==> src/rtl/fft_result_rx.sv <==
// fft_result_rx: receive side of the FFT IP streaming output.
// Accepts one frame of FFT_LEN complex bins, writes re^2+im^2 per bin into the
// spectrum RAM, and pulses frame_done with the final write of a good frame.
// Optional framing checks (sop/eop consistency) are enabled by defining
// FFT_FRAME_CHK_EN; without it frame_err is held at 0 and eop is ignored.
module fft_result_rx #(
    parameter int FFT_LEN = 128,
    parameter int DW      = 16,
    parameter int AW      = 7
) (
    input  logic                 clk_50m,
    input  logic                 rst_n,
    input  logic                 fft_source_valid,
    input  logic                 fft_source_sop,
    input  logic                 fft_source_eop,
    input  logic signed [DW-1:0] fft_source_real,
    input  logic signed [DW-1:0] fft_source_imag,
    output logic                 fft_source_ready,
    input  logic                 disp_busy,
    output logic                 mag_wr_en,
    output logic [AW-1:0]        mag_wr_addr,
    output logic [2*DW-1:0]      mag_wr_data,
    output logic                 frame_done,
    output logic                 frame_err
);

    localparam logic [AW-1:0] LAST_BIN = AW'(FFT_LEN - 1);

    typedef enum logic [1:0] {IDLE, RECV, DONE} state_t;

    state_t                state_q, state_d;
    logic [AW-1:0]         bin_cnt_q, bin_cnt_d;
    logic                  armed_q, armed_d;

    logic                  s1_vld_q, s1_vld_d;
    logic                  s1_last_q, s1_last_d;
    logic                  s1_err_q, s1_err_d;
    logic [AW-1:0]         s1_addr_q, s1_addr_d;
    logic signed [2*DW-1:0] prod_re_q, prod_re_d;
    logic signed [2*DW-1:0] prod_im_q, prod_im_d;

    logic                  wr_en_q, wr_en_d;
    logic [AW-1:0]         wr_addr_q, wr_addr_d;
    logic [2*DW-1:0]       wr_data_q, wr_data_d;
    logic                  done_q, done_d;
    logic                  err_q, err_d;

    logic                  ready;
    logic                  accept;
    logic signed [2*DW-1:0] re_ext, im_ext;

`ifndef FFT_FRAME_CHK_EN
    logic unused_eop;
    assign unused_eop = fft_source_eop;
`endif

    // Next-state, bin counter and stage-1 capture; ready is held low until the
    // first clock after reset so every output reads 0 while reset is applied.
    always_comb begin
        state_d   = state_q;
        bin_cnt_d = bin_cnt_q;
        armed_d   = 1'b1;
        s1_vld_d  = 1'b0;
        s1_last_d = 1'b0;
        s1_err_d  = 1'b0;
        s1_addr_d = s1_addr_q;
        re_ext    = (2*DW)'(fft_source_real);
        im_ext    = (2*DW)'(fft_source_imag);
        prod_re_d = re_ext * re_ext;
        prod_im_d = im_ext * im_ext;
        ready     = 1'b0;

        case (state_q)
            IDLE:    ready = armed_q && !disp_busy;
            RECV:    ready = armed_q;
            default: ready = 1'b0;
        endcase
        accept = fft_source_valid && ready;

        case (state_q)
            IDLE: begin
                if (accept && fft_source_sop) begin
                    s1_vld_d  = 1'b1;
                    s1_addr_d = '0;
                    bin_cnt_d = AW'(1);
                    state_d   = RECV;
                end
            end
            RECV: begin
                if (accept) begin
                    s1_vld_d = 1'b1;
                    if (fft_source_sop) begin
                        // A new sop restarts the frame at bin 0.
                        s1_addr_d = '0;
                        bin_cnt_d = AW'(1);
`ifdef FFT_FRAME_CHK_EN
                        s1_err_d  = 1'b1;
`endif
                    end else begin
                        s1_addr_d = bin_cnt_q;
                        bin_cnt_d = bin_cnt_q + AW'(1);
`ifdef FFT_FRAME_CHK_EN
                        if (bin_cnt_q == LAST_BIN) begin
                            bin_cnt_d = '0;
                            if (fft_source_eop) begin
                                s1_last_d = 1'b1;
                                state_d   = DONE;
                            end else begin
                                s1_err_d  = 1'b1;
                                state_d   = IDLE;
                            end
                        end else if (fft_source_eop) begin
                            s1_err_d  = 1'b1;
                            bin_cnt_d = '0;
                            state_d   = IDLE;
                        end
`else
                        if (bin_cnt_q == LAST_BIN) begin
                            bin_cnt_d = '0;
                            s1_last_d = 1'b1;
                            state_d   = DONE;
                        end
`endif
                    end
                end
            end
            DONE: begin
                // Final bin is in stage 1; it reaches the RAM on the next edge.
                if (s1_last_q) state_d = IDLE;
            end
            default: state_d = IDLE;
        endcase
    end

    // Stage 2: unsigned magnitude sum and write strobe/flags.
    always_comb begin
        wr_en_d   = s1_vld_q;
        wr_addr_d = s1_addr_q;
        wr_data_d = unsigned'(prod_re_q) + unsigned'(prod_im_q);
        done_d    = s1_last_q;
        err_d     = s1_err_q;
    end

    // State, counter and pipeline registers.
    always_ff @(posedge clk_50m or negedge rst_n) begin
        if (!rst_n) begin
            state_q   <= IDLE;
            bin_cnt_q <= '0;
            armed_q   <= 1'b0;
            s1_vld_q  <= 1'b0;
            s1_last_q <= 1'b0;
            s1_err_q  <= 1'b0;
            s1_addr_q <= '0;
            prod_re_q <= '0;
            prod_im_q <= '0;
            wr_en_q   <= 1'b0;
            wr_addr_q <= '0;
            wr_data_q <= '0;
            done_q    <= 1'b0;
            err_q     <= 1'b0;
        end else begin
            state_q   <= state_d;
            bin_cnt_q <= bin_cnt_d;
            armed_q   <= armed_d;
            s1_vld_q  <= s1_vld_d;
            s1_last_q <= s1_last_d;
            s1_err_q  <= s1_err_d;
            s1_addr_q <= s1_addr_d;
            prod_re_q <= prod_re_d;
            prod_im_q <= prod_im_d;
            wr_en_q   <= wr_en_d;
            wr_addr_q <= wr_addr_d;
            wr_data_q <= wr_data_d;
            done_q    <= done_d;
            err_q     <= err_d;
        end
    end

    assign fft_source_ready = ready;
    assign mag_wr_en        = wr_en_q;
    assign mag_wr_addr      = wr_addr_q;
    assign mag_wr_data      = wr_data_q;
    assign frame_done       = done_q;
    assign frame_err        = err_q;

endmodule

==> config.mk <==
export PLATFORM = sky130hd
export DESIGN_NAME = fft_result_rx
export DESIGN_NICKNAME = d
export VERILOG_FILES = /design/src/rtl/fft_result_rx.sv
export SDC_FILE = /design/constraint.sdc
export NUM_CORES = 1
export LEC_CHECK = 0
export CAP_MARGIN = 20
export CORE_ASPECT_RATIO = 0.7
export CORE_UTILIZATION = 50
export DETAILED_ROUTE_END_ITERATION = 12
export HOLD_SLACK_MARGIN = 0.02
export MAX_ROUTING_LAYER = met4
export PLACE_DENSITY = 0.68
export SLEW_MARGIN = 20
export SYNTH_ARGS = -nofsm -noshare
export SYNTH_HDL_FRONTEND = slang
export SYNTH_SLANG_ARGS = --single-unit
==> constraint.sdc <==
create_clock -name clk_50m -period 2.51 [get_ports clk_50m]
set_clock_uncertainty 0.1 [all_clocks]
set_input_delay 0.3765 -clock clk_50m [delete_from_list [all_inputs] [get_ports clk_50m]]
set_output_delay 0.3765 -clock clk_50m [all_outputs]
set_load 0.03 [all_outputs]
==> impl_metrics.tcl, run 1 <==
set metrics [dict create \
    outcome "finished, violations left" \
    violations "setup timing" \
    antenna_found_initial 0 \
    grt_util_all_layers_pct 27.4 \
    antennaDiodeCount 0 \
    core_area_mm2 0.0439 \
    die_area_mm2 0.0456 \
    fp-row-count 64 \
    synth_largest_area_cell "fa_1" \
    synth_nets 3027 \
    period_needed_ns 5.64 \
    drc 0 \
    vias_per_cell 5.00 \
    finalSetupViolCount 60 \
    grt_max_degree 71 \
    path_class "input pin to flip-flop" \
    cts_tree "done" \
    root_buffer "clkbuf_16" \
    detail_route.iter0.violations 825 \
    ys_warn_count 0 \
    avgRoutedWirePerCell_um 16.3 \
    fillers 3160 \
    final-hold-violation-count 0 \
    hold_class "input pin to flip-flop" \
    overflow 0 \
    worst_pin_slew_ns 0.620 \
    layout-drive-gt1-share_pct 34.2 \
    fmax_mhz 177 \
    io_pins 81 \
    firstDrtPassIters 5 \
    route.vias.total 17500 \
    crit_path_end_kind "flip-flop" \
    yosysMostFrequentCell "inv_1" \
    grt_pass1_vias 19400 \
    synth-edff-count 0 \
    synthToLayoutAreaGrowth_pct 39.8 \
    gp_congestion 0.913 \
    pre_cts_slack_ns -4.07 \
    synth_cell_types 61 \
    start_util_pct 51.0 \
    cp.arrival_ns 5.88 \
    synth_seq_cells 122 \
    rsz0062_at_grt "true" \
    min_period_over_period_pct 225 \
    clk_path_buf_depth 2 \
    startpoint_type "input pin" \
    io_buffers 78 \
    critPathMaxFanout 5 \
    synthArstFlopShare_pct 100 \
    cts_buffers 17 \
    tns_ns -132.82 \
    clock-sinks 122 \
    grt_pass1_wl_um 93900 \
    synth_seq_area_share_pct 13.6 \
    die_h_um 179 \
    reg2reg_slack_ns -0.29 \
    final_antenna_net_count 0 \
    cp.required_ns 2.75 \
    synth_flop_cell "dfrtp_1" \
    fp.dieW_um 255 \
    yosys.area.top_type_share_pct 41.8 \
    slew_violations 0 \
    cts.clk_slew.worst_paths_ns 0.06 \
    dp.cells 3348 \
    postSynthCellCount 2315 \
    synthTopCellsByArea "fa_1 42%, dfrtp_1 14%, ha_1 12%, inv_1 11%, xnor2_1 3.6%" \
    finalNonFillerCells 3494 \
    routed_wl_um 56900 \
    final_core_util_pct 71.3 \
    setup_slack_ns -3.13 \
    synth_area_per_cell_um2 9.66 \
    max_slew_margin_pct 58.5 \
    max-cap-violations 0 \
    synthTopCellsByCount "651 x inv_1, 467 x fa_1, 207 x ha_1" \
    htree_levels 4 \
    clk-insertion-delay-late_ns 0.42 \
    finalNetCount 3599 \
    mappedNetlistArea_mm2 0.0224 \
    dp_hpwl_um 44100 \
]
-- path summary, 6_finish.rpt --
kind / startpoint / to / cells past startpoint
worst max-delay path: fft_source_imag[10] / prod_im_q[20]$_DFF_PN0_ / 21
worst min-delay path: fft_source_imag[0] / prod_im_q[0]$_DFF_PN0_ / 2
worst max register to register: prod_im_q[7]$_DFF_PN0_ / mag_wr_data[29]$_DFF_PN0_ / 12
worst min register to register: s1_vld_q$_DFF_PN0_ / mag_wr_en$_DFF_PN0_ / 0
max in group asynchronous: rst_n / mag_wr_data[18]$_DFF_PN0_ / 3
min in group asynchronous: rst_n / mag_wr_addr[0]$_DFF_PN0_ / 2
-- registers in the layout, summed over array words and instances (netlist names) --
name,cells
armed_q,1
bin_cnt_q,7
done_d,1
frame_done,1
mag_wr_addr,7
mag_wr_data,32
mag_wr_en,1
prod_im_q,31
prod_re_q,31
s1_addr_q,7
s1_vld_q,1
state_q,2
-- repair_timing --
item / in CTS / in global routing
gates cloned: 12 / 0
gates resized for setup: 424 / 189
buffers inserted: 82 / 37
setup endpoints to repair: 68 / 67
hold endpoints to repair: 76 / 0
pin swaps: 176 / 166
hold buffers: 1 / 0
-- placed cells by master (no fill, tap or decap), types with 22 or more instances in the layout --
cell type / instances
a21o_1: 39
a21oi_1: 35
a21oi_2: 22
and2_1: 49
and2_4: 35
buf_4: 405
buf_6: 101
clkdlybuf4s50_1: 45
dfrtp_1: 122
fa_1: 430
fa_2: 37
ha_1: 142
ha_4: 58
inv_1: 582
inv_2: 63
nand2_1: 158
nand2_2: 22
nand3_1: 23
nor2_1: 74
xnor2_1: 67
xnor2_2: 24
-- stage by stage --
| step | hold WS, ns | area [µm²] |
|---|---|---|
| finish | 0.193 | 31300 |
| global route | 0.184 | 31300 |
| CTS | 0.167 | 30400 |
| detailed placement | 0.103 | 27800 |
| global placement | 0.0996 | 27800 |
| floorplan | -0.0191 | 23600 |
-- critical path: stages --
cell and delay [ns]:
buf_4 0.14, buf_12 0.14, and2_4 0.15, fa_1 0.49
inv_1 0.06, fa_2 0.53, fa_2 0.43, fa_1 0.49
inv_1 0.05, fa_1 0.48, fa_1 0.58, ha_4 0.22
and3_4 0.17, a221o_1 0.39, buf_6 0.16, a311o_1 0.30
a21oi_2 0.21, o21ai_2 0.08, a21o_1 0.16, a21oi_2 0.12
xnor2_1 0.13
-- area by class of cell --
type | count | area, µm² | share of cell area (%)
multi-input combinational | 1489 | 18800 | 60.0
timing repair buffer | 606 | 5580 | 17.8
sequential | 122 | 3050 | 9.76
inverter | 651 | 2470 | 7.89
tap | 594 | 743 | 2.38
clock buffer | 19 | 433 | 1.38
clock inverter | 13 | 216 | 0.692
-- logic make-up (layout without fill, tap and decap cells) --
group	count (synthesis)	after routing	synth area share, %
AO/OA/AOI/OAI	217	217	6.53
XOR/XNOR	117	117	4.58
adder cells (fa/ha/maj)	674	674	53.4
buffers and inverters	704	1289	11.8
flip-flops	122	122	13.6
multiplexers	3	3	0.134
other	2	2	0.0336
AND/OR/NAND/NOR	476	476	9.86
-- per-layer routing --
metal	wire [µm]	track usage, %
met5	0	-
met4	1170	6.06
met3	2450	3.89
met2	28700	45.2
met1	24700	36.1
Power of run 1 is left out: the tool's default activity adds up to more than one toggle a clock period on the data nets, which glitch-free logic cannot reach.
==> run 2: changes to the inputs <==
--- a/config.mk
+++ b/config.mk
@@ -6,7 +6,7 @@
 export NUM_CORES = 1
 export LEC_CHECK = 0
 export CAP_MARGIN = 20
-export CORE_ASPECT_RATIO = 0.7
+export CORE_ASPECT_RATIO = 0.5
 export CORE_UTILIZATION = 50
 export DETAILED_ROUTE_END_ITERATION = 12
 export HOLD_SLACK_MARGIN = 0.02
==> run 2 against run 1 <==
Net effect: the run ends with DRC, setup timing left; final area grew 0.40%; register-to-register slack gained 0.13 ns; first-iteration DRC count grew 11%; non-clock buffer count grew 8.
==> impl_metrics.tcl, run 2 (synthesized netlist as in run 1, its figures left out) <==
set metrics [dict create \
    outcome "finished, violations left" \
    violations "DRC, setup timing" \
    dp_hpwl_um 43300 \
    crit_path_end_kind "flip-flop" \
    firstDrtPassIters 10 \
    path_class "input pin to flip-flop" \
    met1_usage_pct 35.1 \
    cp.arrival_ns 5.83 \
    die_h_um 152 \
    final-hold-violation-count 0 \
    fp-row-count 54 \
    finalNetCount 3607 \
    overflow 0 \
    critPathMaxFanout 6 \
    cp.required_ns 2.70 \
    final_core_util_pct 71.6 \
    use_met2_pct 44.7 \
    grt-busiest-layer "met2" \
    synthToLayoutAreaGrowth_pct 40.4 \
    die_area_mm2 0.0456 \
    layout-drive-gt1-share_pct 36.4 \
    max_slew_margin_pct 60.9 \
    cts_buffers 17 \
    startpoint_type "input pin" \
    pre_cts_slack_ns -3.99 \
    slowest_delay_ns 0.54 \
    finalSetupViolCount 58 \
    setup_slack_ns -3.13 \
    critPathSlowestCell "fa_2" \
    route.vias.total 17300 \
    detail_route.iter0.violations 918 \
    io_buffers 78 \
    cpMostUsedCell "fa_2" \
    cts.clk_slew.worst_paths_ns 0.07 \
    grt_util_all_layers_pct 26.5 \
    root_buffer "clkbuf_16" \
    avgRoutedWirePerCell_um 16.8 \
    start_util_pct 51.0 \
    grt_pass1_wl_um 92500 \
    hold_class "input pin to flip-flop" \
    clk-insertion-delay-late_ns 0.44 \
    gp_congestion 0.901 \
    core_area_mm2 0.0438 \
    htree_levels 4 \
    placed_area_mm2 0.0277 \
    fp.dieW_um 301 \
    io_pins 81 \
    antenna_found_initial 0 \
    final_antenna_net_count 0 \
    clk_path_buf_depth 2 \
    slew_violations 0 \
    grt_max_degree 48 \
    final_common_cell "inv_1" \
    clock-sinks 122 \
    vias_per_cell 4.94 \
    grt_pass1_vias 18600 \
    period_needed_ns 5.64 \
    fmax_mhz 177 \
    largest_reg_flops 32 \
    worst_pin_slew_ns 0.583 \
    fin_area_mm2 0.0314 \
    rsz0062_at_grt "true" \
    met3_usage_pct 2.99 \
    path_cells "buf_8 > clkinvlp_4 > buf_6 > nor2_4 > fa_2 > buf_4 > fa_2 > fa_2 > fa_2 > fa_1 > inv_1 > fa_1 > inv_1 > ha_4 > buf_4 > nand3_1 > nor2_2 > buf_4 > a41o_1 > o31a_1 > mux2i_1 > o2111ai_1" \
    max-cap-violations 0 \
    min_period_over_period_pct 225 \
    antennaDiodeCount 0 \
    final_cell_mix "563 x inv_1, 420 x fa_1, 416 x buf_4, 149 x nand2_1, 142 x ha_1" \
    routed_wl_um 58600 \
    drc 1 \
    cts_tree "done" \
]
==> run 2: cell count changes in the layout (fill, tap and decap cells not counted), moves of 6 or more <==
cell	delta
buf_4	+11
nand2_1	-9
a21oi_2	+9
inv_2	+19
inv_1	-19
xnor2_2	+8
fa_1	-10
a21oi_1	-6
fa_2	+10
xnor2_1	-9
==> run 2: per-layer routing <==
metal	part of all wire (%)	routed length [µm]	vias up
met5	0	0	-
met2	51	29800	376
met4	1.7	1020	0
met1	44	25800	8777
met3	3.4	1970	77
li1	-	-	8046
==> run 2: what timing repair did <==
item	CTS	global route
hold buffers	1	0
hold endpoints to repair	31	0
endpoints found under the setup margin	63	69
gates resized for setup	433	256
pin swaps	244	170
setup buffers	105	47
gates cloned	4	0
==> run 2: path summary, 6_finish.rpt <==
kind | startpoint | endpoint | slack (ns) | cells past startpoint
worst max-delay path | fft_source_real[15] | prod_re_q[28]$_DFF_PN0_ | -3.13 | 22
worst min-delay path | fft_source_imag[0] | prod_im_q[0]$_DFF_PN0_ | 0.16 | 2
worst max register to register | prod_re_q[7]$_DFF_PN0_ | mag_wr_data[31]$_DFF_PN0_ | -0.16 | 10
worst min register to register | s1_vld_q$_DFF_PN0_ | mag_wr_en$_DFF_PN0_ | 0.26 | 0
max in group asynchronous | rst_n | prod_re_q[31]$_DFF_PN0_ | 1.32 | 3
min in group asynchronous | rst_n | mag_wr_addr[0]$_DFF_PN0_ | 0.37 | 2
==> run 2: area by class of cell <==
| class | count | area, µm² |
|---|---|---|
| Fill cell | 2836 | 12500 |
| Clock inverter | 15 | 154 |
| Tap cell | 588 | 736 |
| Clock buffer | 17 | 425 |
| Sequential cell | 122 | 3050 |
| Multi-Input combinational cell | 1489 | 19000 |
| Inverter | 651 | 2470 |
| Timing Repair Buffer | 614 | 5570 |
==> run 2: worst max-delay path, delay by kind of cell <==
| family | cells | cell delay [ns] |
|---|---|---|
| multiplexers | 1 | 0.23 |
| AND/OR/NAND/NOR | 3 | 0.48 |
| adder cells (fa/ha/maj) | 7 | 3.20 |
| buffers and inverters | 8 | 0.96 |
| AO/OA/AOI/OAI | 3 | 0.56 |
==> run 2: through the flow <==
step	std cells	TNS, ns	hold slack [ns]
final	3496	-131.49	0.160
after detailed placement	3335	-181.00	0.255
after CTS	3464	-130.78	0.161
after floorplan	2315	-130.89	-0.0191
after global routing	3496	-137.91	0.164
after global placement	3335	-179.13	0.234
Power of run 2 is left out for the same reason.
